**config.mk**
```make
export PLATFORM = sky130hd
export DESIGN_NAME = block_sync_rx_flat
export DESIGN_NICKNAME = d
export VERILOG_FILES = /design/src/rtl/block_sync_rx_pkg.sv /design/src/rtl/block_sync_rx_if.sv /design/src/rtl/block_sync_rx.sv /design/src/flat_wrapper.sv
export SDC_FILE = /design/constraint.sdc
export NUM_CORES = 1
export LEC_CHECK = 0
export ABC_AREA = 1
export BUFFER_PORTS_ARGS = -buffer_cell sky130_fd_sc_hd__buf_2
export CORE_MARGIN = 2
export CORE_UTILIZATION = 50
export CTS_BUF_LIST = sky130_fd_sc_hd__clkbuf_16
export DETAILED_ROUTE_END_ITERATION = 16
export PLACE_DENSITY_LB_ADDON = 0.12
export SKIP_LAST_GASP = 1
export SLEW_MARGIN = 15
export SYNTH_ARGS = -nofsm -noshare
export SYNTH_HDL_FRONTEND = slang
export SYNTH_SLANG_ARGS = --single-unit
export TNS_END_PERCENT = 50
```
**constraint.sdc**
```tcl
create_clock -name clk -period 4.1 [get_ports clk]
set_input_delay 0.615 -clock clk [delete_from_list [all_inputs] [get_ports clk]]
set_output_delay 0.615 -clock clk [all_outputs]
set_load 0.01 [all_outputs]
```
**src/rtl/block_sync_rx_pkg.sv**
```systemverilog
// Shared PCS definitions for the block sync receiver: FSM states,
// lock window constants and the valid sync header encodings.
package block_sync_rx_pkg;

  typedef enum logic [1:0] {
    ST_INIT = 2'd0,
    ST_TEST = 2'd1,
    ST_HOLD = 2'd2
  } sync_state_t;

  // Headers per lock test window, and invalid headers per window that drop lock.
  localparam int SH_CNT_MAX = 64;
  localparam int SH_INV_MAX = 16;

  localparam logic [1:0] SYNC_HDR_DATA = 2'b01;
  localparam logic [1:0] SYNC_HDR_CTRL = 2'b10;

  // A header is valid when its two bits differ (data or control block).
  function automatic logic sh_valid(input logic [1:0] hdr);
    return (hdr == SYNC_HDR_DATA) || (hdr == SYNC_HDR_CTRL);
  endfunction

endpackage

```
**src/rtl/block_sync_rx_if.sv**
```systemverilog
// Gearbox-side bus of the block sync receiver. slave = receiver side,
// master = the gearbox/driver side.
interface block_sync_rx_if #(
  parameter int HEAD_W = 2,
  parameter int DATA_W = 64
);
  logic              signal_ok_i;
  logic              valid_i;
  logic [HEAD_W-1:0] head_i;
  logic [DATA_W-1:0] data_i;
  logic              slip_v_o;
  logic              lock_o;
  logic              valid_o;
  logic [HEAD_W-1:0] head_o;
  logic [DATA_W-1:0] data_o;

  modport slave (
    input  signal_ok_i, valid_i, head_i, data_i,
    output slip_v_o, lock_o, valid_o, head_o, data_o
  );

  modport master (
    output signal_ok_i, valid_i, head_i, data_i,
    input  slip_v_o, lock_o, valid_o, head_o, data_o
  );
endinterface

```
**src/rtl/block_sync_rx.sv**
```systemverilog
// Block sync receiver: hunts for 64 consecutive valid sync headers to
// declare lock, drops lock on 16 bad headers within a 64-block window,
// and requests a gearbox slip on every realignment decision.
module block_sync_rx
  import block_sync_rx_pkg::*;
#(
  parameter int HEAD_W    = 2,
  parameter int DATA_W    = 64,
  parameter int SLIP_HOLD = 2
) (
  input  logic           clk,
  input  logic           reset,
  block_sync_rx_if.slave bus
);

  localparam int SH_CNT_W = $clog2(SH_CNT_MAX + 1);
  localparam int SH_INV_W = $clog2(SH_INV_MAX + 1);
  localparam int HOLD_W   = (SLIP_HOLD < 1) ? 1 : $clog2(SLIP_HOLD + 1);

  localparam logic [SH_CNT_W-1:0] SH_CNT_TOP    = SH_CNT_W'(SH_CNT_MAX);
  localparam logic [SH_INV_W-1:0] SH_INV_TOP    = SH_INV_W'(SH_INV_MAX);
  localparam logic [HOLD_W-1:0]   SLIP_HOLD_TOP = HOLD_W'(SLIP_HOLD);

  sync_state_t         state_q, state_d;
  logic                lock_q, lock_d;
  logic                slip_q, slip_d;
  logic                valid_q, valid_d;
  logic [SH_CNT_W-1:0] sh_cnt_q, sh_cnt_d, sh_inc;
  logic [SH_INV_W-1:0] sh_inv_q, sh_inv_d, inv_inc;
  logic [HOLD_W-1:0]   hold_q, hold_d, hold_inc;
  logic                hdr_ok;
  logic [HEAD_W-1:0]   head_q;
  logic [DATA_W-1:0]   data_q;

  // Control state register; reset wins over everything, no slip on reset.
  always_ff @(posedge clk) begin
    if (reset) begin
      state_q  <= ST_INIT;
      lock_q   <= 1'b0;
      slip_q   <= 1'b0;
      valid_q  <= 1'b0;
      sh_cnt_q <= '0;
      sh_inv_q <= '0;
      hold_q   <= '0;
    end else begin
      state_q  <= state_d;
      lock_q   <= lock_d;
      slip_q   <= slip_d;
      valid_q  <= valid_d;
      sh_cnt_q <= sh_cnt_d;
      sh_inv_q <= sh_inv_d;
      hold_q   <= hold_d;
    end
  end

  // Next-state logic: header testing, lock/loss decisions and slip requests.
  always_comb begin
    state_d  = state_q;
    lock_d   = lock_q;
    slip_d   = 1'b0;
    sh_cnt_d = sh_cnt_q;
    sh_inv_d = sh_inv_q;
    hold_d   = hold_q;
    sh_inc   = sh_cnt_q + SH_CNT_W'(1);
    inv_inc  = sh_inv_q + SH_INV_W'(1);
    hold_inc = hold_q + HOLD_W'(1);
    hdr_ok   = sh_valid(bus.head_i[1:0]);

    if (!bus.signal_ok_i) begin
      // Loss of signal: back to INIT quietly, whatever else happens this cycle.
      state_d  = ST_INIT;
      lock_d   = 1'b0;
      sh_cnt_d = '0;
      sh_inv_d = '0;
      hold_d   = '0;
    end else begin
      unique case (state_q)
        ST_INIT: begin
          state_d  = ST_TEST;
          lock_d   = 1'b0;
          sh_cnt_d = '0;
          sh_inv_d = '0;
          hold_d   = '0;
        end
        ST_TEST: begin
          if (bus.valid_i) begin
            if (!lock_q) begin
              if (!hdr_ok) begin
                // Hunting: any bad header means the alignment is wrong.
                slip_d   = 1'b1;
                sh_cnt_d = '0;
                sh_inv_d = '0;
                hold_d   = '0;
                state_d  = ST_HOLD;
              end else if (sh_inc == SH_CNT_TOP) begin
                lock_d   = 1'b1;
                sh_cnt_d = '0;
                sh_inv_d = '0;
              end else begin
                sh_cnt_d = sh_inc;
              end
            end else begin
              if (!hdr_ok && (inv_inc == SH_INV_TOP)) begin
                // Too many bad headers in this window: loss of lock.
                lock_d   = 1'b0;
                slip_d   = 1'b1;
                sh_cnt_d = '0;
                sh_inv_d = '0;
                hold_d   = '0;
                state_d  = ST_HOLD;
              end else if (sh_inc == SH_CNT_TOP) begin
                // Window complete with lock intact: start a fresh window.
                sh_cnt_d = '0;
                sh_inv_d = '0;
              end else begin
                sh_cnt_d = sh_inc;
                if (!hdr_ok) sh_inv_d = inv_inc;
              end
            end
          end
        end
        ST_HOLD: begin
          // Let the gearbox settle after a slip before testing again.
          if (bus.valid_i) begin
            if (hold_inc >= SLIP_HOLD_TOP) begin
              hold_d  = '0;
              state_d = ST_TEST;
            end else begin
              hold_d = hold_inc;
            end
          end
        end
        default: state_d = ST_INIT;
      endcase
    end

    // The block that completes lock is itself forwarded as valid.
    valid_d = bus.valid_i & lock_d;
  end

  // Payload capture on every valid block; not reset, only meaningful with valid_o.
  always_ff @(posedge clk) begin
    if (bus.valid_i) begin
      head_q <= bus.head_i;
      data_q <= bus.data_i;
    end
  end

  assign bus.slip_v_o = slip_q;
  assign bus.lock_o   = lock_q;
  assign bus.valid_o  = valid_q;
  assign bus.head_o   = head_q;
  assign bus.data_o   = data_q;

  // A slip always leads to HOLD, so two back-to-back slips are impossible.
  a_slip_single: assert property (@(posedge clk) disable iff (reset) slip_q |=> !slip_q);

  // Lock is only ever held while testing headers.
  a_lock_in_test: assert property (@(posedge clk) disable iff (reset) lock_q |-> (state_q == ST_TEST));

endmodule
```
**src/flat_wrapper.sv**
```systemverilog
// flat-port wrapper written by rule: the top's interface ports become plain ports
module block_sync_rx_flat import block_sync_rx_pkg::*;
#(
  parameter int HEAD_W    = 2,
  parameter int DATA_W    = 64,
  parameter int SLIP_HOLD = 2
)
  (clk, reset, bus_signal_ok_i, bus_valid_i, bus_head_i, bus_data_i, bus_slip_v_o, bus_lock_o, bus_valid_o, bus_head_o, bus_data_o);
  block_sync_rx_if #(.HEAD_W(HEAD_W), .DATA_W(DATA_W)) bus_i ();
  input  logic clk;
  input  logic reset;
  input wire logic [$bits(bus_i.signal_ok_i)-1:0] bus_signal_ok_i;
  input wire logic [$bits(bus_i.valid_i)-1:0] bus_valid_i;
  input wire logic [$bits(bus_i.head_i)-1:0] bus_head_i;
  input wire logic [$bits(bus_i.data_i)-1:0] bus_data_i;
  output wire logic [$bits(bus_i.slip_v_o)-1:0] bus_slip_v_o;
  output wire logic [$bits(bus_i.lock_o)-1:0] bus_lock_o;
  output wire logic [$bits(bus_i.valid_o)-1:0] bus_valid_o;
  output wire logic [$bits(bus_i.head_o)-1:0] bus_head_o;
  output wire logic [$bits(bus_i.data_o)-1:0] bus_data_o;
  assign bus_i.signal_ok_i = bus_signal_ok_i;
  assign bus_i.valid_i = bus_valid_i;
  assign bus_i.head_i = bus_head_i;
  assign bus_i.data_i = bus_data_i;
  assign bus_slip_v_o = bus_i.slip_v_o;
  assign bus_lock_o = bus_i.lock_o;
  assign bus_valid_o = bus_i.valid_o;
  assign bus_head_o = bus_i.head_o;
  assign bus_data_o = bus_i.data_o;
  block_sync_rx #(.HEAD_W(HEAD_W), .DATA_W(DATA_W), .SLIP_HOLD(SLIP_HOLD)) u_core (.clk(clk), .reset(reset), .bus(bus_i));
endmodule
```
# Word-level counts from Yosys, hierarchy flattened
# Index checks and enable logic that the tools add are counted.
# op_classes
order_cmp	1
n_reduce_logical	12
mux	38
add_sub_neg	3
n_eq_ne	13
n_bitwise	4
# op_table
op	count
two-way mux 5 bit	7
two-way mux 7 bit	5
two-way mux 2 bit	12
one-hot mux 7 bit (2 select lines)	1
one-hot mux 2 bit (3 select lines)	2
one-hot mux 5 bit (2 select lines)	1
AND reduction 5 bit	2
two-way mux 1 bit	9
adder 7 x 1 -> 7 bit (second input constant)	1
equality test 7 bit (second input constant)	1
adder 5 x 1 -> 5 bit (second input constant)	1
equality test 5 bit (second input constant)	1
equality test 2 x 1 -> 1 bit (second input constant)	2
equality test 2 bit (second input constant)	2
inequality test 2 bit (second input constant)	2
inequality test 4 x 3 -> 1 bit (second input constant)	1
inequality test 4 bit (second input constant)	1
AND reduction 4 bit	1
OR reduction 4 bit	1
inequality test 3 x 2 -> 1 bit (second input constant)	1
inequality test 3 bit (second input constant)	1
inverter 1 bit	3
nonzero test 3 bit	1
adder 2 x 1 -> 2 bit (second input constant)	1
other kinds (11)	11
# totals
output_inout_bits	69
regBits	85
inputBits	70

# Depth between registers and ports, before layout
# logic_depth
depth_word	10
depth_mapped	13
mapped_depth_nobuf	13

# Worst setup path before layout
# OpenSTA, ideal clock, no wires.
# synth_path
path_kind	input to register
startpoint	in bus_head_i[1]
endpoint	reg u_core.valid_q (netlist: u_core.bus.valid_o)
t_arrival_ns	1.371
t_required_ns	3.986
path_buffers	0
setup_ns	0.114
setup_slack_ns	2.615
cell_stages	11
cell_sequence	inv_1 nand2_1 nand3_1 nor2_1 nand3_2 nand2_1 nand2_2 nand2_1 o21ai_0 nand2_1 nor2_1
# synth_via
elab_chain_cells	10
# synth_lines
element	line	text
from (decl)	flat_wrapper.sv:14	input wire logic [$bits(bus_i.head_i)-1:0] bus_head_i;
equality test 2 x 1 -> 1 bit or equality test 2 bit (tied branches)	block_sync_rx_pkg.sv:20	return (hdr == SYNC_HDR_DATA) || (hdr == SYNC_HDR_CTRL);
logical OR 1 bit (*)	block_sync_rx_pkg.sv:20	
logical NOT 1 bit	--	
logical AND 1 bit	block_sync_rx.sv:103	if (!hdr_ok && (inv_inc == SH_INV_TOP)) begin
two-way mux 1 bit	block_sync_rx.sv:103	
two-way mux 1 bit (*)	block_sync_rx.sv:87	if (!lock_q) begin
two-way mux 1 bit (*)	block_sync_rx.sv:86	if (bus.valid_i) begin
one-hot mux 1 bit (2 select lines) (*)	block_sync_rx.sv:77	unique case (state_q)
two-way mux 1 bit (*)	block_sync_rx.sv:69	if (!bus.signal_ok_i) begin
AND 1 bit (*)	block_sync_rx.sv:138	valid_d = bus.valid_i & lock_d;
to (signal assigned)	block_sync_rx.sv:49	valid_q <= valid_d;
to (decl)	block_sync_rx.sv:27	logic valid_q, valid_d;
# Every way passes the cells marked *; elsewhere a longest branch is shown, timed or not.
# A chain may end at the register's enable or synchronous reset.

# Worst setup path after layout
# layout_path
startpoint	reg u_core.sh_cnt_q[1]
endpoint	reg u_core.sh_inv_q[2]
# layout_via
elab_chain_cells	7
# layout_lines
element	line	text
from (decl)	block_sync_rx.sv:28	logic [SH_CNT_W-1:0] sh_cnt_q, sh_cnt_d, sh_inc;
from (signal assigned)	block_sync_rx.sv:50	sh_cnt_q <= sh_cnt_d;
adder 7 x 1 -> 7 bit (*)	block_sync_rx.sv:64	sh_inc = sh_cnt_q + SH_CNT_W'(1);
equality test 7 bit (*)	block_sync_rx.sv:95, block_sync_rx.sv:111	
two-way mux 5 bit	block_sync_rx.sv:111	end else if (sh_inc == SH_CNT_TOP) begin
two-way mux 5 bit	block_sync_rx.sv:103	
two-way mux 5 bit	block_sync_rx.sv:87	
two-way mux 5 bit	block_sync_rx.sv:86	
one-hot mux 5 bit (2 select lines)	block_sync_rx.sv:77	
to (signal assigned)	block_sync_rx.sv:51	sh_inv_q <= sh_inv_d;
to (decl)	block_sync_rx.sv:29	logic [SH_INV_W-1:0] sh_inv_q, sh_inv_d, inv_inc;
# Every way passes the cells marked *; elsewhere a longest branch is shown, timed or not. The select of a mux whose other input is x is not followed.

==> metrics.csv <==
metric;value;unit
Power, Total;1970;uW
critical-path maximum fanout;5;
Worst Setup Start Kind;flop;
Ports;139;
Total Routing Usage GR;20.9;%
PostCTS Resize Cnt;0;
placed cell count;469;
sequential share of the synthesized area;74.4;%
min cycle time layout;1.74;ns
P&R area growth vs syn;34.5;%
post-DP HPWL;5380;um
clk buf depth;2;
Combinational Power Share;8.3;%
Root Buffer;clkbuf_16;
Critical Path RT;4.33;ns
worst slew pin tran;0.607;ns
die area;7000;um^2
post-synthesis area per instance;12.5;um^2
initial core utilization;50.8;%
switching pwr;438;uW
WS Path Type;reg2reg;
status;finished, final reports clean;
Die Ht;83.7;um
drc violations;0;
final worst-path cycle share;42.5;%
Synth Instances;253;
hold_sp;bus_data_i[60];
Routed Antenna Nets;0;
syn_nets;327;
CTS tree;done;
I/O Buffers;138;
TritonCTS Buffers;9;
Top FF cell, synth;edfxtp_1;
1st-iter DRT viols;170;
Worst VDD drop;252;uV
Hold Crit Class;in2reg;
TritonRoute pass-1 iters;4;
Antenna Diode Count;0;
RSZ-0062 raised after global routing;false;
DR WL/cell;14.7;um
filler cell count;468;
Seq pwr share;51.0;%
# setup viols final;0;
skew final;0.00742;ns
DR vias/cell;4.96;
Min-Delay Path Depth;1;
Max Cap Viol;0;
internal power;1530;uW
CTS Sinks;85;
leading post-synthesis cells by cell area;edfxtp_1 62%, dfxtp_1 12%, nand2_1 5.7%;
synthesized area;3170;um^2
Final WS setup;2.36;ns
H-tree levels;3;
Post-synth EDFFs;66;
Fin. Hold Viols;0;
Leak;0.00189;uW
Die X;83.7;um
PwrDens;462;nW/um^2
hold_buf cts;0;
Slew HR;59.5;%
CP endpoint kind;flop;
vias in the first global route;2271;
Slew Viols, Final;0;
total core area;6240;um^2
first-pass GRT wire length;11100;um
R2R Path Start;u_core.sh_cnt_q[1];
GP Congestion;0.810;
row count;29;
Worst-Skew Late Latency;0.34;ns
switch share;22.2;%
worst hold endpoint;u_core.bus.data_o[60];
Arrival @ worst endpoint;1.97;ns
largest net degree at the start of global routing;53;
Async SR Flop Fraction;0;%
final wirelength;7140;um
yosys warns;0;
fmax;573;MHz
final net count;477;
post-synth top area cell;edfxtp_1;
Synth cell types;22;
Clk pwr share;40.7;%
initial antenna violation count;0;
CTS clock-pin slew for the worst setup and hold paths;0.06;ns
layout cells sized above 1;42.2;%
Worst R2R End;u_core.sh_inv_q[2];
synthesis-stage register bit count;85;
postcts setup bufs;0;
Yosys top cell area share;62.5;%
GR Overflow Total;0;
R2R setup slack;2.36;ns
Setup TNS;0;ns
reg2reg path depth;10;
Non-Filler Instances;485;
total number of vias;2405;
Place WS;2.13;ns
## metal layers
metal | up-vias | track usage [%] | wire, um
met5 | - | 0 | 0
met1 | 1103 | 24.0 | 2770
met4 | 0 | 10.9 | 274
met3 | 21 | 7.32 | 586
met2 | 108 | 34.4 | 3500
li1 | 1173 | - | -
## state kept, by name, indices dropped and copies added, names as in the netlist
| signal | cells |
|---|---|
| u_core.state_q | 2 |
| u_core.sh_cnt_q | 7 |
| u_core.hold_q | 2 |
| u_core.bus.valid_o | 1 |
| u_core.sh_inv_q | 5 |
| u_core.bus.lock_o | 1 |
| u_core.bus.slip_v_o | 1 |
| u_core.bus.data_o | 64 |
| u_core.bus.head_o | 2 |
## synth_stat cells (4+ instances only)
master,number
nor2_1,25
nand3_1,18
ha_1,4
nand2_1,48
a21oi_1,16
nor2_2,5
inv_1,23
dfxtp_1,19
o21ai_0,4
nand4_1,6
edfxtp_1,66
nand2_2,4
## critical path, cell delays in order, from the launching register on
cell and delay [ns]:
dfxtp_1 0.39, ha_1 0.24, nand2_2 0.11, nor2_1 0.16, nand3b_1 0.10, nand2_1 0.10
nand2_1 0.07, nor2_2 0.17, nor2_1 0.10, a21oi_1 0.15, nor2_1 0.05
## per-stage QoR
| step | area [um^2] | utilization (%) | hold slack (ns) |
|---|---|---|---|
| global route | 4270 | 68.4 | 0.440 |
| finish | 4270 | 68.4 | 0.451 |
| detailed placement | 3970 | 63.6 | 0.454 |
| global placement | 3970 | 63.6 | 0.454 |
| CTS | 4270 | 68.4 | 0.448 |
| floorplan | 3170 | - | 0.435 |
## final cells by class
cell class	instances	area [um^2]	area share, %
well taps	77	96.3	2.26
flip-flops and latches	85	2360	55.4
clock buffers	9	225	5.28
inverters	27	101	2.37
repair buffers	139	698	16.4
multi-input cells	141	709	16.6
clock inverters	7	75.1	1.76
## kinds of logic (layout without fill, tap and decap cells)
group                      Yosys count  after routing  synth area share (%)
DFF                                 85             85                  74.4
buffers and inverters               27            182                  3.19
AOI/OAI and AO/OA                   22             22                  3.67
adders and majority gates            4              4                  1.58
xor gates and xnor gates             1              1                 0.276
and+or+nand+nor                    114            114                  16.8
## power by group through the flow
stage / combinational (uW) / clock, uW / sequential [uW]
detailed placement: 165 / 0 / 1020
global route: 179 / 859 / 1010
CTS: 166 / 813 / 1010
finish: 164 / 801 / 1000
floorplan: 30.9 / 0 / 1050
global placement: 162 / 0 / 1020
## worst max-delay path by stage
stage | start | to | slack (ns) | cells past startpoint
CTS | u_core.sh_cnt_q[1] | u_core.sh_inv_q[2] | 2.37 | 10
finish | u_core.sh_cnt_q[1] | u_core.sh_inv_q[2] | 2.36 | 10
detailed placement | bus_valid_i | u_core.bus.valid_o | 2.13 | 7
global route | u_core.sh_cnt_q[1] | u_core.sh_inv_q[2] | 2.21 | 10
floorplan | bus_head_i[1] | u_core.bus.valid_o | 2.61 | 11
global placement | bus_valid_i | u_core.bus.data_o[36] | 2.18 | 2
## placed cells by master (no fill, tap or decap)
| cell type | instances |
|---|---|
| dfxtp_1 | 19 |
| nand2_1 | 48 |
| buf_2 | 138 |
| nand3_1 | 18 |
| inv_6 | 2 |
| clkinvlp_4 | 2 |
| o21ai_2 | 1 |
| nor2_4 | 1 |
| ha_1 | 4 |
| clkinv_4 | 1 |
| clkinv_1 | 1 |
| nand3_2 | 1 |
| nand2_2 | 4 |
| buf_4 | 1 |
| nand3b_1 | 2 |
| a21oi_1 | 16 |
| edfxtp_1 | 66 |
| o21bai_1 | 1 |
| nand2_4 | 3 |
| inv_2 | 3 |
| clkbuf_16 | 9 |
| nand4_1 | 6 |
| inv_1 | 24 |
| nor2_1 | 25 |
| xor2_1 | 1 |
| nor2_2 | 5 |
| bufinv_16 | 1 |
| nor4_1 | 1 |
| o21ai_0 | 4 |
Note: power is estimated with default switching activity, not from simulation.
